$ cat src/rtl/mem_sp_param_if.sv
// Request/response bundle between the CPU control unit and the single-port RAM.
interface mem_sp_param_if #(
  parameter int DATA_WIDTH = 8,
  parameter int ADDR_WIDTH = 5
);
  logic [ADDR_WIDTH-1:0] addr;
  logic [DATA_WIDTH-1:0] data_in;
  logic [DATA_WIDTH-1:0] data_out;
  logic                  rd;
  logic                  wr;
  logic                  rd_valid;
  logic                  busy;
  logic                  err;

  modport master (
    output addr, data_in, rd, wr,
    input  data_out, rd_valid, busy, err
  );

  modport slave (
    input  addr, data_in, rd, wr,
    output data_out, rd_valid, busy, err
  );
endinterface

$ cat src/rtl/mem_sp_param.sv
// Parametrised single-port synchronous RAM with post-reset clear sweep,
// read-valid strobe and rejected-request flagging.
//
//   state   | meaning
//   --------+-----------------------------------------------------------
//   S_CLEAR | sweeping CLEAR_VALUE into every word; requests ignored
//   S_IDLE  | serving single-cycle reads and writes
module mem_sp_param #(
  parameter int                    DATA_WIDTH     = 8,
  parameter int                    ADDR_WIDTH     = 5,
  parameter int                    DEPTH          = 32,
  parameter bit                    CLEAR_ON_RESET = 1'b1,
  parameter logic [DATA_WIDTH-1:0] CLEAR_VALUE    = '0
) (
  input logic           clk,
  input logic           rst,
  mem_sp_param_if.slave bus
);

  localparam int                    PTR_W    = (DEPTH > 1) ? $clog2(DEPTH) : 1;
  localparam logic [ADDR_WIDTH:0]   DEPTH_L  = (ADDR_WIDTH + 1)'(DEPTH);
  localparam logic [PTR_W-1:0]      LAST_PTR = PTR_W'(DEPTH - 1);

  typedef enum logic {
    S_IDLE  = 1'b0,
    S_CLEAR = 1'b1
  } state_t;

  state_t                state_q, state_d;
  logic [PTR_W-1:0]      clr_ptr_q, clr_ptr_d;
  logic [DATA_WIDTH-1:0] data_out_q;
  logic                  rd_valid_q, rd_valid_d;
  logic                  err_q, err_d;
  logic                  mem_we;
  logic [PTR_W-1:0]      mem_waddr;
  logic [DATA_WIDTH-1:0] mem_wdata;
  logic                  rd_en;
  logic                  in_range;
  logic [PTR_W-1:0]      addr_idx;

  logic [DATA_WIDTH-1:0] mem [DEPTH];

  assign in_range = ({1'b0, bus.addr} < DEPTH_L);
  assign addr_idx = bus.addr[PTR_W-1:0];

  always_comb begin
    state_d    = state_q;
    clr_ptr_d  = clr_ptr_q;
    mem_we     = 1'b0;
    mem_waddr  = addr_idx;
    mem_wdata  = bus.data_in;
    rd_en      = 1'b0;
    rd_valid_d = 1'b0;
    err_d      = 1'b0;
    unique case (state_q)
      S_CLEAR: begin
        mem_we    = 1'b1;
        mem_waddr = clr_ptr_q;
        mem_wdata = CLEAR_VALUE;
        if (clr_ptr_q == LAST_PTR) begin
          state_d   = S_IDLE;
          clr_ptr_d = '0;
        end else begin
          clr_ptr_d = clr_ptr_q + 1'b1;
        end
      end
      S_IDLE: begin
        if (bus.rd || bus.wr) begin
          if ((bus.rd && bus.wr) || !in_range) begin
            err_d = 1'b1;
          end else if (bus.wr) begin
            mem_we = 1'b1;
          end else begin
            rd_en      = 1'b1;
            rd_valid_d = 1'b1;
          end
        end
      end
      default: state_d = S_IDLE;
    endcase
    // A request or sweep step coinciding with reset must not touch the array.
    if (rst) begin
      mem_we = 1'b0;
      rd_en  = 1'b0;
    end
  end

  always_ff @(posedge clk) begin
    if (rst) begin
      state_q    <= CLEAR_ON_RESET ? S_CLEAR : S_IDLE;
      clr_ptr_q  <= '0;
      data_out_q <= '0;
      rd_valid_q <= 1'b0;
      err_q      <= 1'b0;
    end else begin
      state_q    <= state_d;
      clr_ptr_q  <= clr_ptr_d;
      rd_valid_q <= rd_valid_d;
      err_q      <= err_d;
      if (rd_en) data_out_q <= mem[addr_idx];
    end
  end

  always_ff @(posedge clk) begin
    if (mem_we) mem[mem_waddr] <= mem_wdata;
  end

  assign bus.data_out = data_out_q;
  assign bus.rd_valid = rd_valid_q;
  assign bus.err      = err_q;
  assign bus.busy     = (state_q == S_CLEAR);

endmodule

$ cat src/flat_wrapper.sv
// flat-port wrapper written by rule: the top's interface ports become plain ports
module mem_sp_param_flat 
#(
  parameter int                    DATA_WIDTH     = 8,
  parameter int                    ADDR_WIDTH     = 5,
  parameter int                    DEPTH          = 32,
  parameter bit                    CLEAR_ON_RESET = 1'b1,
  parameter logic [DATA_WIDTH-1:0] CLEAR_VALUE    = '0
)
  (clk, rst, bus_addr, bus_data_in, bus_rd, bus_wr, bus_data_out, bus_rd_valid, bus_busy, bus_err);
  mem_sp_param_if #(.DATA_WIDTH(DATA_WIDTH), .ADDR_WIDTH(ADDR_WIDTH)) bus_i ();
  input logic clk;
  input logic rst;
  input wire logic [$bits(bus_i.addr)-1:0] bus_addr;
  input wire logic [$bits(bus_i.data_in)-1:0] bus_data_in;
  input wire logic [$bits(bus_i.rd)-1:0] bus_rd;
  input wire logic [$bits(bus_i.wr)-1:0] bus_wr;
  output wire logic [$bits(bus_i.data_out)-1:0] bus_data_out;
  output wire logic [$bits(bus_i.rd_valid)-1:0] bus_rd_valid;
  output wire logic [$bits(bus_i.busy)-1:0] bus_busy;
  output wire logic [$bits(bus_i.err)-1:0] bus_err;
  assign bus_i.addr = bus_addr;
  assign bus_i.data_in = bus_data_in;
  assign bus_i.rd = bus_rd;
  assign bus_i.wr = bus_wr;
  assign bus_data_out = bus_i.data_out;
  assign bus_rd_valid = bus_i.rd_valid;
  assign bus_busy = bus_i.busy;
  assign bus_err = bus_i.err;
  mem_sp_param #(.DATA_WIDTH(DATA_WIDTH), .ADDR_WIDTH(ADDR_WIDTH), .DEPTH(DEPTH), .CLEAR_ON_RESET(CLEAR_ON_RESET), .CLEAR_VALUE(CLEAR_VALUE)) u_core (.clk(clk), .rst(rst), .bus(bus_i));
endmodule
$ cat config.mk
export PLATFORM = sky130hd
export DESIGN_NAME = mem_sp_param_flat
export DESIGN_NICKNAME = d
export VERILOG_FILES = /design/src/rtl/mem_sp_param_if.sv /design/src/rtl/mem_sp_param.sv /design/src/flat_wrapper.sv
export SDC_FILE = /design/constraint.sdc
export NUM_CORES = 1
export LEC_CHECK = 0
export ABC_AREA = 0
export BUFFER_PORTS_ARGS = -buffer_cell sky130_fd_sc_hd__buf_2
export CORE_MARGIN = 1
export CORE_UTILIZATION = 45
export DETAILED_ROUTE_END_ITERATION = 8
export SLEW_MARGIN = 15
export SYNTH_ARGS = -nofsm -noshare
export SYNTH_HDL_FRONTEND = slang
export SYNTH_SLANG_ARGS = --single-unit
export TNS_END_PERCENT = 100
$ cat constraint.sdc
create_clock -name clk -period 2.2 [get_ports clk]
set_input_delay 0.22 -clock clk [delete_from_list [all_inputs] [get_ports clk]]
set_output_delay 0.22 -clock clk [all_outputs]
set_load 0.05 [all_outputs]
## Yosys cells after proc, flatten, opt, wreduce, memory -nomap -nowiden

Memories as Yosys holds them, arrays and structs flattened. A register that Yosys moved wholly into a read port is not among the register bits.
Cells that the tools add are included.

| storage, ports and cells | value |
|---|---|
| bits in registers | 8 |
| bits in writable memories | 256 |
| input bits | 17 |
| output and inout bits | 11 |
| word-level logic and storage cells | 30 |
| memories kept | 1 |

Memory list:

| name | depth | bits a word | read ports | clocked after memory_dff | wr ports | RTL line | text |
|---|---|---|---|---|---|---|---|
| u_core.mem | 32 | 8 | 1 | 1 | 1 | mem_sp_param.sv:41 | `logic [DATA_WIDTH-1:0] mem [DEPTH];` |

| operators by class | value |
|---|---|
| add/subtract/negate cells | 1 |
| eq/ne operators | 1 |
| muxes and demuxes | 18 |
| bitwise gates (word level) | 2 |
| reduce and logical (&&, ||, !) cells | 3 |

Operators by type and width:

| operator | number |
|---|---|
| $mux W1 | 14 |
| $mux W5 | 2 |
| $mux W8 | 1 |
| $add A5 B1 Y5 const B | 1 |
| $eq A5 B5 Y1 const B | 1 |
| $reduce_or A3 Y1 | 1 |
| $not A1 Y1 | 2 |
| $pmux W1 S2 | 1 |
| $logic_and A1 B1 Y1 | 1 |
| $logic_or A1 B1 Y1 | 1 |

## Depth between registers and ports, before layout

| logic depth | value |
|---|---|
| depth in word-level cells | 7 |
| depth in mapped cells | 8 |
| gate-level depth less buffers | 7 |

## Least setup slack after synthesis

No wires, ideal clock.

| timing | value |
|---|---|
| path type | flip-flop to flip-flop |
| start | register u_core.state_q, in the netlist u_core.bus.busy |
| end | memory u_core.mem[24][0] (enable) |
| setup time | 0.370 ns |
| arrival time | 2.126 ns |
| required time | 1.830 ns |
| setup slack | -0.297 ns |
| cell stages (with the launch flop) | 7 |
| buffers on the path | 2 |
| clock period less this slack | 2.497 ns |
| cell sequence | dfxtp_1 > buf_1 > clkbuf_1 > nand2_1 > o22ai_1 > nand2_1 > nor2_1 |

| between the ends | value |
|---|---|
| word-level cells in the longest chain between the ends | 5 |
| elaborated cells between the ends (all ways) | 6 |
| those cells by class | 5 x mux; 1 x bitwise |

Ends and longest elaborated chain:

| what | RTL line | text |
|---|---|---|
| start, declared | mem_sp_param.sv:29 | `state_t state_q, state_d;` |
| start signal, assigned | mem_sp_param.sv:90 | `state_q <= CLEAR_ON_RESET ? S_CLEAR : S_IDLE;` |
| start signal, assigned | mem_sp_param.sv:96 | `state_q <= state_d;` |
| $not A1 Y1 | - |  |
| $pmux W1 S2 | mem_sp_param.sv:55 | `unique case (state_q)` |
| $mux W1 | mem_sp_param.sv:82 | `if (rst) begin` |
| $mux W1 | mem_sp_param.sv:105 | `if (mem_we) mem[mem_waddr] <= mem_wdata;` |
| $mux W1 (not written as such) | mem_sp_param.sv:105 |  |
| end, declared | mem_sp_param.sv:41 |  |

Parallel ways exist; a longest one is shown, timed or not.

## Worst setup path in the final report

| timing | value |
|---|---|
| start | register u_core.state_q, in the netlist u_core.bus.busy |
| end | memory u_core.mem[5][4] (enable) |

The elaborated chain is that of the path after synthesis.

==> impl_metrics.ini <==
[route]
dr.pass1.iters = 5
drtIter0Drc = 345
final_antenna_net_count = 0
drc = 0
vias = 6049
wl_per_cell_um = 22.7
wl_um = 24900
vias_per_cell = 5.52

[clock_network]
cts-resized-gates = 0
numCtsBuffers = 29
postCtsSetupRepairBufs = 0
root_buffer = clkbuf_16
clock_sinks = 272
htree_levels = 1
clkTransAtPathRegs_ps = 60
clk_path_buf_depth = 3
cts_tree = yes
cts_hold_buf = 0
clk_latency_ps = 530

[floorplanning]
num_rows = 56
dieArea_um2 = 25000
die_w_um = 158
start_util_pct = 46.2
io_pins = 28
core_area_um2 = 23700
die_y_um = 158

[layout]
syn2layout_area_growth_pct = 17.2
fin_cells = 1096
drive_above_1_share_pct = 22.1
mostFrequentLayoutCell = edfxtp_1
nets = 774
diodes = 0
n_fill_cell = 1944
layout_common_cells = edfxtp_1 (256), mux2i_1 (133), buf_4 (67)

[synth]
synth_cells = 660
syn_avg_cell_area_um2 = 16.6
ys_seq_area_share_pct = 73.2
synthesis.nets = 679
synth_top_area_share_pct = 70.2
synth_area_leaders = edfxtp_1 (70%), mux2i_1 (12%), a22oi_1 (4.5%), dfxtp_1 (2.9%), nor2_1 (1.7%)
netlist_area_um2 = 10900
yosys_warnings = 0
ys_seq_elements = 272
synth_cell_type_count = 31
synth_top_area_cell = edfxtp_1

[setup_path]
endpoint_kind = flip-flop
required_ps = 2440
arrival_ps = 2210
crit_path_start_kind = flip-flop
r2r_start = u_core.bus.busy
critPathMaxFanout = 18
crit_path_start = u_core.bus.busy
critical_path_class = flip-flop to flip-flop

[sta]
rsz0062_at_grt = no
hold_viol_final = 0
setup_violations = 0
min_period_ps = 1970
slew_headroom_pct = 64.8
whs_ps = 54.2
finalClockSkew_ps = 7.00
slew_violations = 0
worstMarginPinSlew_ps = 528
clock.fmax_mhz = 507
period_share_pct = 89.7

[power_and_ir_drop]
power_frac_comb_pct = 4.7
clockPowerShare_pct = 42.6
p_sw_share_pct = 20.6
power_density_nw_per_um2 = 832
ir_drop_mv = 0.569
switchingPower_w = 0.00220
leakagePower_nw = 4.70
p_int_w = 0.00847
p_seq_share_pct = 52.7

[grt]
grtUsageTotal_pct = 20.7
grt_remaining_overflow = 0
grt_pass1_wl_um = 37400
antenna_found_initial = 0
first_global_vias = 6044
grt_start_max_net_pins = 33

[hold_path]
hold_path_class = input port to flip-flop
worstHoldStart = bus_wr

[place]
io_buffer_count = 27
dpl.cell_count = 1043
place_congestion = 0.834
dp_hpwl_um = 15800

[status]
status = finished clean

[run]
cap_violations = 0
[through the flow]
stage	power [W]	util [%]	setup slack, ps	area (um2)	TNS (ps)
after CTS	0.0108	54.2	202	12800	0
after global placement	0.00623	50.4	3.54	11900	0
after global routing	0.0110	54.2	70.0	12800	0
final	0.0107	54.2	227	12800	0
after floorplan	0.00606	-	-132	11000	-45620
after detailed placement	0.00624	50.4	-23.7	11900	-29.8
[power groups by stage]
stage          registers, W  clock network (W)  logic [W]
2_1_floorplan       0.00573                  0   0.000330
3_3_place_gp        0.00573                  0   0.000498
3_5_place_dp        0.00573                  0   0.000502
4_1_cts             0.00562            0.00463   0.000504
5_1_grt             0.00562            0.00482   0.000538
6_report            0.00562            0.00455   0.000503
[synth_stat cells]
cell / n
or2_2: 1
o22ai_1: 4
or4_1: 8
a211oi_2: 8
and2_1: 1
buf_8: 3
buf_1: 2
dfxtp_1: 16
nand2_1: 14
nor3b_1: 1
inv_1: 2
o21ai_0: 2
a22oi_1: 65
nor2_1: 50
nor4b_2: 1
a21oi_1: 35
buf_12: 3
buf_4: 2
nor4b_1: 1
nand2b_1: 5
clkbuf_1: 18
nor2b_1: 10
ha_1: 2
and3_1: 2
buf_6: 4
nor4bb_1: 2
edfxtp_1: 256
clkbuf_4: 3
mux2_2: 2
mux2i_1: 133
buf_2: 4
[cell type report]
type	instances	area [um2]	share of cell area, %
Clock buffer	41	801	6.24
Clock inverter	12	91.3	0.712
Inverter	2	7.51	0.0585
Multi-Input combinational cell	347	2690	21.0
Sequential cell	272	8010	62.4
Tap cell	319	399	3.11
Timing Repair Buffer	103	825	6.43
[per-layer routing]
layer | track usage [%] | up-vias | routed length (um)
met1 | 29.9 | 3052 | 11600
met2 | 33.0 | 171 | 11700
met4 | 5.86 | 0 | 518
met3 | 2.68 | 42 | 1120
li1 | - | 2784 | -
met5 | 0 | - | 0
[final timing paths]
kind | end | slack (ps) | cells past startpoint
setup / recovery | u_core.mem[5][4] | 230 | 6
hold / removal | u_core.bus.err | 50 | 2
setup reg to reg | u_core.mem[5][4] | 230 | 6
hold reg to reg | u_core.bus.data_out[0] | 560 | 2
[worst max-delay path: stages, from the launching register on]
cell and delay [ps]:
dfxtp_2 440, nor4b_1 330, a21oi_1 70, nor2_1 140
nand2_1 300, nor2_1 200, buf_4 200
[logic make-up after synthesis]
logic type | after synthesis | share of synthesized area [%]
flops | 272 | 73.2
mux | 135 | 12.4
compound gates | 114 | 7.29
simple gates | 96 | 4.30
buf+inv | 41 | 2.65
fa+ha+maj | 2 | 0.229
[state kept, by name (all words and copies together) (netlist names)]
signal / flops
u_core.bus.busy: 1
u_core.bus.data_out: 8
u_core.bus.err: 1
u_core.bus.rd_valid: 1
u_core.clr_ptr_q: 5
u_core.mem: 256
Note: power is estimated with default switching activity, not from simulation.
